[config.mk]
export PLATFORM = sky130hd
export DESIGN_NAME = cla_seq_adder_ctrl_flat
export DESIGN_NICKNAME = d
export VERILOG_FILES = /design/src/rtl/cla_seq_adder_ctrl_pkg.sv /design/src/rtl/cla_seq_adder_ctrl_if.sv /design/src/rtl/cla_seq_adder_ctrl_slice.sv /design/src/rtl/cla_seq_adder_ctrl.sv /design/src/flat_wrapper.sv
export SDC_FILE = /design/constraint.sdc
export NUM_CORES = 1
export LEC_CHECK = 0
export ABC_AREA = 1
export BUFFER_PORTS_ARGS = -buffer_cell sky130_fd_sc_hd__clkbuf_2
export CAP_MARGIN = 15
export CORE_ASPECT_RATIO = 0.9
export CORE_UTILIZATION = 35
export CTS_BUF_LIST = sky130_fd_sc_hd__clkbuf_4 sky130_fd_sc_hd__clkbuf_8
export DETAILED_ROUTE_END_ITERATION = 8
export PLACE_DENSITY = 0.59
export SETUP_SLACK_MARGIN = 0.15
export SLEW_MARGIN = 10
export SYNTH_ARGS = -nofsm -noshare
export SYNTH_HDL_FRONTEND = slang
export SYNTH_SLANG_ARGS = --single-unit
export TNS_END_PERCENT = 50
[constraint.sdc]
create_clock -name clock -period 3 [get_ports clock]
set_input_delay 0 -clock clock [delete_from_list [all_inputs] [get_ports clock]]
set_output_delay 0 -clock clock [all_outputs]
set_load 0.01 [all_outputs]
[src/rtl/cla_seq_adder_ctrl_pkg.sv]
// cla_seq_adder_ctrl_pkg: shared state encodings and operation codes for the sequential adder
package cla_seq_adder_ctrl_pkg;
  localparam logic [1:0] ST_IDLE = 2'd0;
  localparam logic [1:0] ST_RUN  = 2'd1;
  localparam logic [1:0] ST_DONE = 2'd2;
  localparam logic OP_ADD = 1'b0;
  localparam logic OP_SUB = 1'b1;
endpackage

[src/rtl/cla_seq_adder_ctrl_if.sv]
// cla_seq_adder_ctrl_if: issue-side and writeback-side handshakes of the sequential adder
interface cla_seq_adder_ctrl_if #(parameter int WIDTH = 64);
  logic in_valid, in_ready, op_sub, flush;
  logic out_valid, out_ready, cout, ovf;
  logic [WIDTH-1:0] a, b, sum;
  modport master(output in_valid, op_sub, a, b, flush, out_ready,
                 input in_ready, out_valid, sum, cout, ovf);
  modport slave(input in_valid, op_sub, a, b, flush, out_ready,
                output in_ready, out_valid, sum, cout, ovf);
endinterface

[src/rtl/cla_seq_adder_ctrl_slice.sv]
// cla_seq_adder_ctrl_slice: combinational SLICE-bit adder built from 4-bit lookahead groups
module cla_seq_adder_ctrl_slice #(parameter int SLICE = 16) (
  input  logic [SLICE-1:0] a,
  input  logic [SLICE-1:0] b,
  input  logic             cin,
  output logic [SLICE-1:0] s,
  output logic             cout
);
  localparam int NG = SLICE / 4;
  logic [SLICE-1:0] g, p, c;
  logic [NG:0] gc;
  assign g = a & b;
  assign p = a ^ b;
  assign gc[0] = cin;
  for (genvar k = 0; k < NG; k++) begin : grp
    logic [3:0] gg, pp;
    assign gg = g[4*k +: 4];
    assign pp = p[4*k +: 4];
    assign c[4*k]   = gc[k];
    assign c[4*k+1] = gg[0] | (pp[0] & gc[k]);
    assign c[4*k+2] = gg[1] | (pp[1] & gg[0]) | (pp[1] & pp[0] & gc[k]);
    assign c[4*k+3] = gg[2] | (pp[2] & gg[1]) | (pp[2] & pp[1] & gg[0]) | (pp[2] & pp[1] & pp[0] & gc[k]);
    // group carry-out from group generate/propagate, chained across groups
    assign gc[k+1]  = gg[3] | (pp[3] & gg[2]) | (pp[3] & pp[2] & gg[1]) | (pp[3] & pp[2] & pp[1] & gg[0]) | ((&pp) & gc[k]);
  end
  assign s = p ^ c;
  assign cout = gc[NG];
endmodule

[src/rtl/cla_seq_adder_ctrl.sv]
// cla_seq_adder_ctrl: wide add/subtract sequenced over one narrow lookahead slice, one op in flight
module cla_seq_adder_ctrl
  import cla_seq_adder_ctrl_pkg::*;
#(
  parameter int WIDTH = 64,
  parameter int SLICE = 16
) (
  input logic clock,
  input logic reset_n,
  cla_seq_adder_ctrl_if.slave bus
);
  localparam int NSLICE = WIDTH / SLICE;
  localparam int IW = NSLICE > 1 ? $clog2(NSLICE) : 1;
  logic [1:0] state;
  logic [WIDTH-1:0] a_reg, b_reg, sum_r, b_eff;
  logic [IW-1:0] idx;
  logic carry, cout_r, ovf_r, sa, sb, c, last;
  logic [SLICE-1:0] s;
  cla_seq_adder_ctrl_slice #(.SLICE(SLICE)) u_slice (
    .a(a_reg[SLICE-1:0]), .b(b_reg[SLICE-1:0]), .cin(carry), .s(s), .cout(c)
  );
  assign b_eff = bus.op_sub == OP_ADD ? bus.b : ~bus.b;
  assign last = idx == IW'(NSLICE - 1);
  assign bus.in_ready = state == ST_IDLE;
  assign bus.out_valid = state == ST_DONE;
  assign bus.sum = sum_r;
  assign bus.cout = cout_r;
  assign bus.ovf = ovf_r;
  always_ff @(posedge clock or negedge reset_n) begin
    if (!reset_n) begin
      state <= ST_IDLE;
      a_reg <= '0;
      b_reg <= '0;
      sum_r <= '0;
      carry <= 1'b0;
      idx <= '0;
      cout_r <= 1'b0;
      ovf_r <= 1'b0;
      sa <= 1'b0;
      sb <= 1'b0;
    end else if (bus.flush) begin
      state <= ST_IDLE;
    end else if (state == ST_IDLE) begin
      if (bus.in_valid) begin
        a_reg <= bus.a;
        b_reg <= b_eff;
        carry <= bus.op_sub == OP_SUB;
        idx <= '0;
        sa <= bus.a[WIDTH-1];
        sb <= b_eff[WIDTH-1];
        state <= ST_RUN;
      end
    end else if (state == ST_RUN) begin
      sum_r[idx*SLICE +: SLICE] <= s;
      carry <= c;
      a_reg <= a_reg >> SLICE;
      b_reg <= b_reg >> SLICE;
      idx <= last ? '0 : idx + 1'b1;
      if (last) begin
        cout_r <= c;
        ovf_r <= (sa == sb) && (s[SLICE-1] != sa);
        state <= ST_DONE;
      end
    end else if (state == ST_DONE) begin
      if (bus.out_ready) state <= ST_IDLE;
    end else begin
      state <= ST_IDLE;
    end
  end
endmodule

[src/flat_wrapper.sv]
// flat-port wrapper written by rule: the top's interface ports become plain ports
module cla_seq_adder_ctrl_flat import cla_seq_adder_ctrl_pkg::*;
#(
  parameter int WIDTH = 64,
  parameter int SLICE = 16
)
  (clock, reset_n, bus_in_valid, bus_op_sub, bus_a, bus_b, bus_flush, bus_out_ready, bus_in_ready, bus_out_valid, bus_sum, bus_cout, bus_ovf);
  cla_seq_adder_ctrl_if #(.WIDTH(WIDTH)) bus_i ();
  input logic clock;
  input logic reset_n;
  input wire logic [$bits(bus_i.in_valid)-1:0] bus_in_valid;
  input wire logic [$bits(bus_i.op_sub)-1:0] bus_op_sub;
  input wire logic [$bits(bus_i.a)-1:0] bus_a;
  input wire logic [$bits(bus_i.b)-1:0] bus_b;
  input wire logic [$bits(bus_i.flush)-1:0] bus_flush;
  input wire logic [$bits(bus_i.out_ready)-1:0] bus_out_ready;
  output wire logic [$bits(bus_i.in_ready)-1:0] bus_in_ready;
  output wire logic [$bits(bus_i.out_valid)-1:0] bus_out_valid;
  output wire logic [$bits(bus_i.sum)-1:0] bus_sum;
  output wire logic [$bits(bus_i.cout)-1:0] bus_cout;
  output wire logic [$bits(bus_i.ovf)-1:0] bus_ovf;
  assign bus_i.in_valid = bus_in_valid;
  assign bus_i.op_sub = bus_op_sub;
  assign bus_i.a = bus_a;
  assign bus_i.b = bus_b;
  assign bus_i.flush = bus_flush;
  assign bus_i.out_ready = bus_out_ready;
  assign bus_in_ready = bus_i.in_ready;
  assign bus_out_valid = bus_i.out_valid;
  assign bus_sum = bus_i.sum;
  assign bus_cout = bus_i.cout;
  assign bus_ovf = bus_i.ovf;
  cla_seq_adder_ctrl #(.WIDTH(WIDTH), .SLICE(SLICE)) u_core (.clock(clock), .reset_n(reset_n), .bus(bus_i));
endmodule
==> impl_metrics.yaml <==
status:
  status: "finished clean"
floorplanning:
  dieArea_mm2: 0.0286
  die_h_um: 161
  dieWidth_um: 178
  rows: 57
  fp.coreArea_mm2: 0.0272
  ios: 202
  start_util_pct: 35.9
clocking:
  cts_sinks: 201
  cts_setup_buffers: 0
  ctsResizeCount: 0
  clk_latency_ns: 0.53
  clockBufferDepth: 3
  cts_htree_levels: 2
  clock-root-buffer: "clkbuf_8"
  cts.clk_slew.worst_paths_ns: 0.06
  numCtsBuffers: 38
  cts_tree: "yes"
setup_path:
  rr_endpoint: "u_core.bus.sum[61]$_DFFE_PN0P_"
  cp.arrival_ns: 2.98
  cp_data_required_time_ns: 3.45
  critPathLaunchType: "register"
  reg2reg_slack_ns: 0.46
  rr_startpoint: "u_core.b_reg[3]$_DFFE_PN0P_"
  cp_max_fo: 4
  crit_type: "register to register"
  reg2regPathDepth: 15
  endpoint_kind: "register"
cells_and_area:
  fin_nets: 1601
  syn2layout_area_growth_pct: 35.8
  finish.instance_area_mm2: 0.0133
  final_layout_size_suffix_gt1_share_pct: 20.2
  final_cell_count_no_fill: 1822
  postLayoutCoreUtil_pct: 48.8
detailed_routing:
  wirelength_mm: 28.8
  via_per_inst: 4.90
  drcViolationCount: 0
  drtIter0Drc: 641
  num_vias: 8932
  dr.pass1.iters: 5
  detail_route.wl_per_cell_um: 15.8
  drtAntennaViolNets: 0
yosys:
  ys_async_sr_fraction_pct: 100
  synth.distinct_cells: 35
  syn-num-nets: 1285
  ys_seq_area_share_pct: 51.4
  netlist_area_mm2: 0.00979
  synth_edf_count: 0
  syn_avg_cell_area_um2: 8.70
  synthCells: 1125
  ys_seq_elements: 201
  ys.flop_type: "dfrtp_1"
  synth_warnings: 0
global_routing:
  grt_max_degree: 117
  grt_use_met1_pct: 30.3
  grtUsageMet2_pct: 30.0
  grt_pass1_vias: 8787
  grt_most_used_layer: "met1"
  antenna_found_initial: 1
  grt_usage_pct: 20.6
  grt_use_met3_pct: 4.02
  grt_pass1_wl_mm: 46.6
  gr-total-overflow: 0
sta:
  finalHoldViolCount: 0
  fmax_mhz: 394
  max_slew_margin_pct: 37.5
  worst_slack_ns: 0.462
  slew_viol_final: 0
  timing.hold.ws_ns: 0.0763
  finalSetupViolCount: 0
  worst_slew_pin_slew_ns: 0.937
  rsz0062_at_grt: "false"
  timing.setup.tns_ns: 0
  fin_crit_sh_pct: 84.6
  fin_crit_ns: 2.54
  clock_skew_ns: 0.0268
placement:
  port_buffers: 201
  place_congestion: 0.827
  dp_slack_ns: 0.449
  place_area_mm2: 0.0111
  dpl.cell_count: 1622
  dp_hpwl_mm: 18.7
hold_path:
  hold_start: "bus_a[8]"
  hold_path.class: "primary input to register"
  min_to: "u_core.a_reg[8]$_DFFE_PN0P_"
  whs_path_depth: 3
pwr:
  netSwitchingFraction_pct: 34.4
  p_clk_share_pct: 30.8
  comb_power_share_pct: 29.6
  power_mw: 9.20
  p_seq_share_pct: 39.6
  power_leakage_nw: 6.52
  p_sw_mw: 3.16
  power.density_mw_per_mm2: 692
  p_int_mw: 6.03
  vdd_drop_max_mv: 0.289
job:
  cap_violations: 0
critical path, cell delays in order, from the launching register on:
cell and delay [ns]:
dfrtp_1 0.38, ha_1 0.35, nand2_1 0.10, nor2_1 0.11, nand2_1 0.06, nand3_2 0.10, nand2_1 0.06, nand2_1 0.14
nand2_1 0.07, nand2_1 0.11, inv_1 0.07, fa_1 0.37, xor2_1 0.18, nor2_1 0.13, nand2_1 0.08, o21ai_0 0.17
cells in the final DEF (no fill, tap or decap), types with 4 or more instances in the layout:
master | netlist | routed
nand3_1 | 35 | 35
a211oi_1 | 15 | 15
dlygate4sd3_1 | 0 | 133
buf_4 | 0 | 12
clkbuf_2 | 0 | 199
nor2_1 | 22 | 22
clkbuf_4 | 0 | 16
o21ai_1 | 12 | 11
nand2_1 | 292 | 292
a21oi_1 | 54 | 54
xnor2_1 | 53 | 53
o211ai_1 | 36 | 36
ha_1 | 22 | 22
buf_12 | 0 | 4
o21a_1 | 12 | 12
nand4_1 | 7 | 7
o21ai_0 | 171 | 171
inv_1 | 81 | 79
dfrtp_1 | 201 | 201
a22o_1 | 10 | 10
clkbuf_8 | 0 | 48
fa_1 | 4 | 4
Yosys cell counts, drive strengths merged, types with 2 or more instances:
cell type	instances	area (µm²)
a211oi	15	113
a21oi	54	270
a22o	10	87.6
a32o	2	20.0
buf	14	62.6
clkbuf	59	221
dfrtp	201	5030
fa	4	80.1
ha	22	275
inv	83	312
nand2	295	1110
nand3	36	185
nand4	7	43.8
nor2	25	106
nor3	3	26.3
o211ai	36	270
o21a	12	90.1
o21ai	183	916
o21bai	2	15.0
xnor2	53	464
xor2	3	26.3
area by class of cell:
class | instances | area (µm²)
antenna | 1 | 2.50
clock buffer | 63 | 767
clock inverter | 3 | 42.5
fill | 2623 | 14000
inverter | 83 | 315
multi-input combinational | 768 | 4180
sequential | 201 | 5030
tap | 354 | 443
timing repair buffer | 349 | 2510
logic make-up (layout without fill, tap and decap cells):
family,Yosys count,count (layout),share of synthesized area (%)
AND/OR/NAND/NOR,369,369,15.4
AO/OA/AOI/OAI,317,317,18.4
flip-flops,201,201,51.4
buffers and inverters,156,498,6.09
XOR/XNOR,56,56,5.01
adder cells (fa/ha/maj),26,26,3.63
other,0,1,0
power by group through the flow:
stage	clock [mW]	combinational, mW	sequential [mW]
after global placement	0	2.54	3.66
after detailed placement	0	2.59	3.67
after global routing	3.04	3.08	3.70
after CTS	2.90	2.74	3.63
final	2.83	2.72	3.64
after floorplan	0	1.65	3.65
worst max path at each step:
| stage | from | end | slack [ns] |
|---|---|---|---|
| 2_1_floorplan | u_core.b_reg[2]$_DFFE_PN0P_ | u_core.bus.sum[29]$_DFFE_PN0P_ | 0.71 |
| 3_3_place_gp | u_core.b_reg[2]$_DFFE_PN0P_ | u_core.bus.sum[29]$_DFFE_PN0P_ | 0.52 |
| 3_5_place_dp | u_core.b_reg[3]$_DFFE_PN0P_ | u_core.bus.sum[61]$_DFFE_PN0P_ | 0.45 |
| 4_1_cts | u_core.b_reg[3]$_DFFE_PN0P_ | u_core.bus.sum[61]$_DFFE_PN0P_ | 0.45 |
| 5_1_grt | u_core.b_reg[2]$_DFFE_PN0P_ | u_core.bus.sum[61]$_DFFE_PN0P_ | 0.23 |
| 6_report | u_core.b_reg[3]$_DFFE_PN0P_ | u_core.bus.sum[61]$_DFFE_PN0P_ | 0.46 |
repair_timing:
item / 4_1_cts / 5_1_grt
setup endpoints to repair: 0 / 0
hold buffers: 133 / 0
endpoints found under the hold margin: 217 / 0
metal layers:
layer	wire length, µm	vias to the layer above
met4	748	0
met5	0	-
met3	1750	64
li1	-	4381
met2	12400	302
met1	13900	4185
Power figures use the tool's default switching activity.
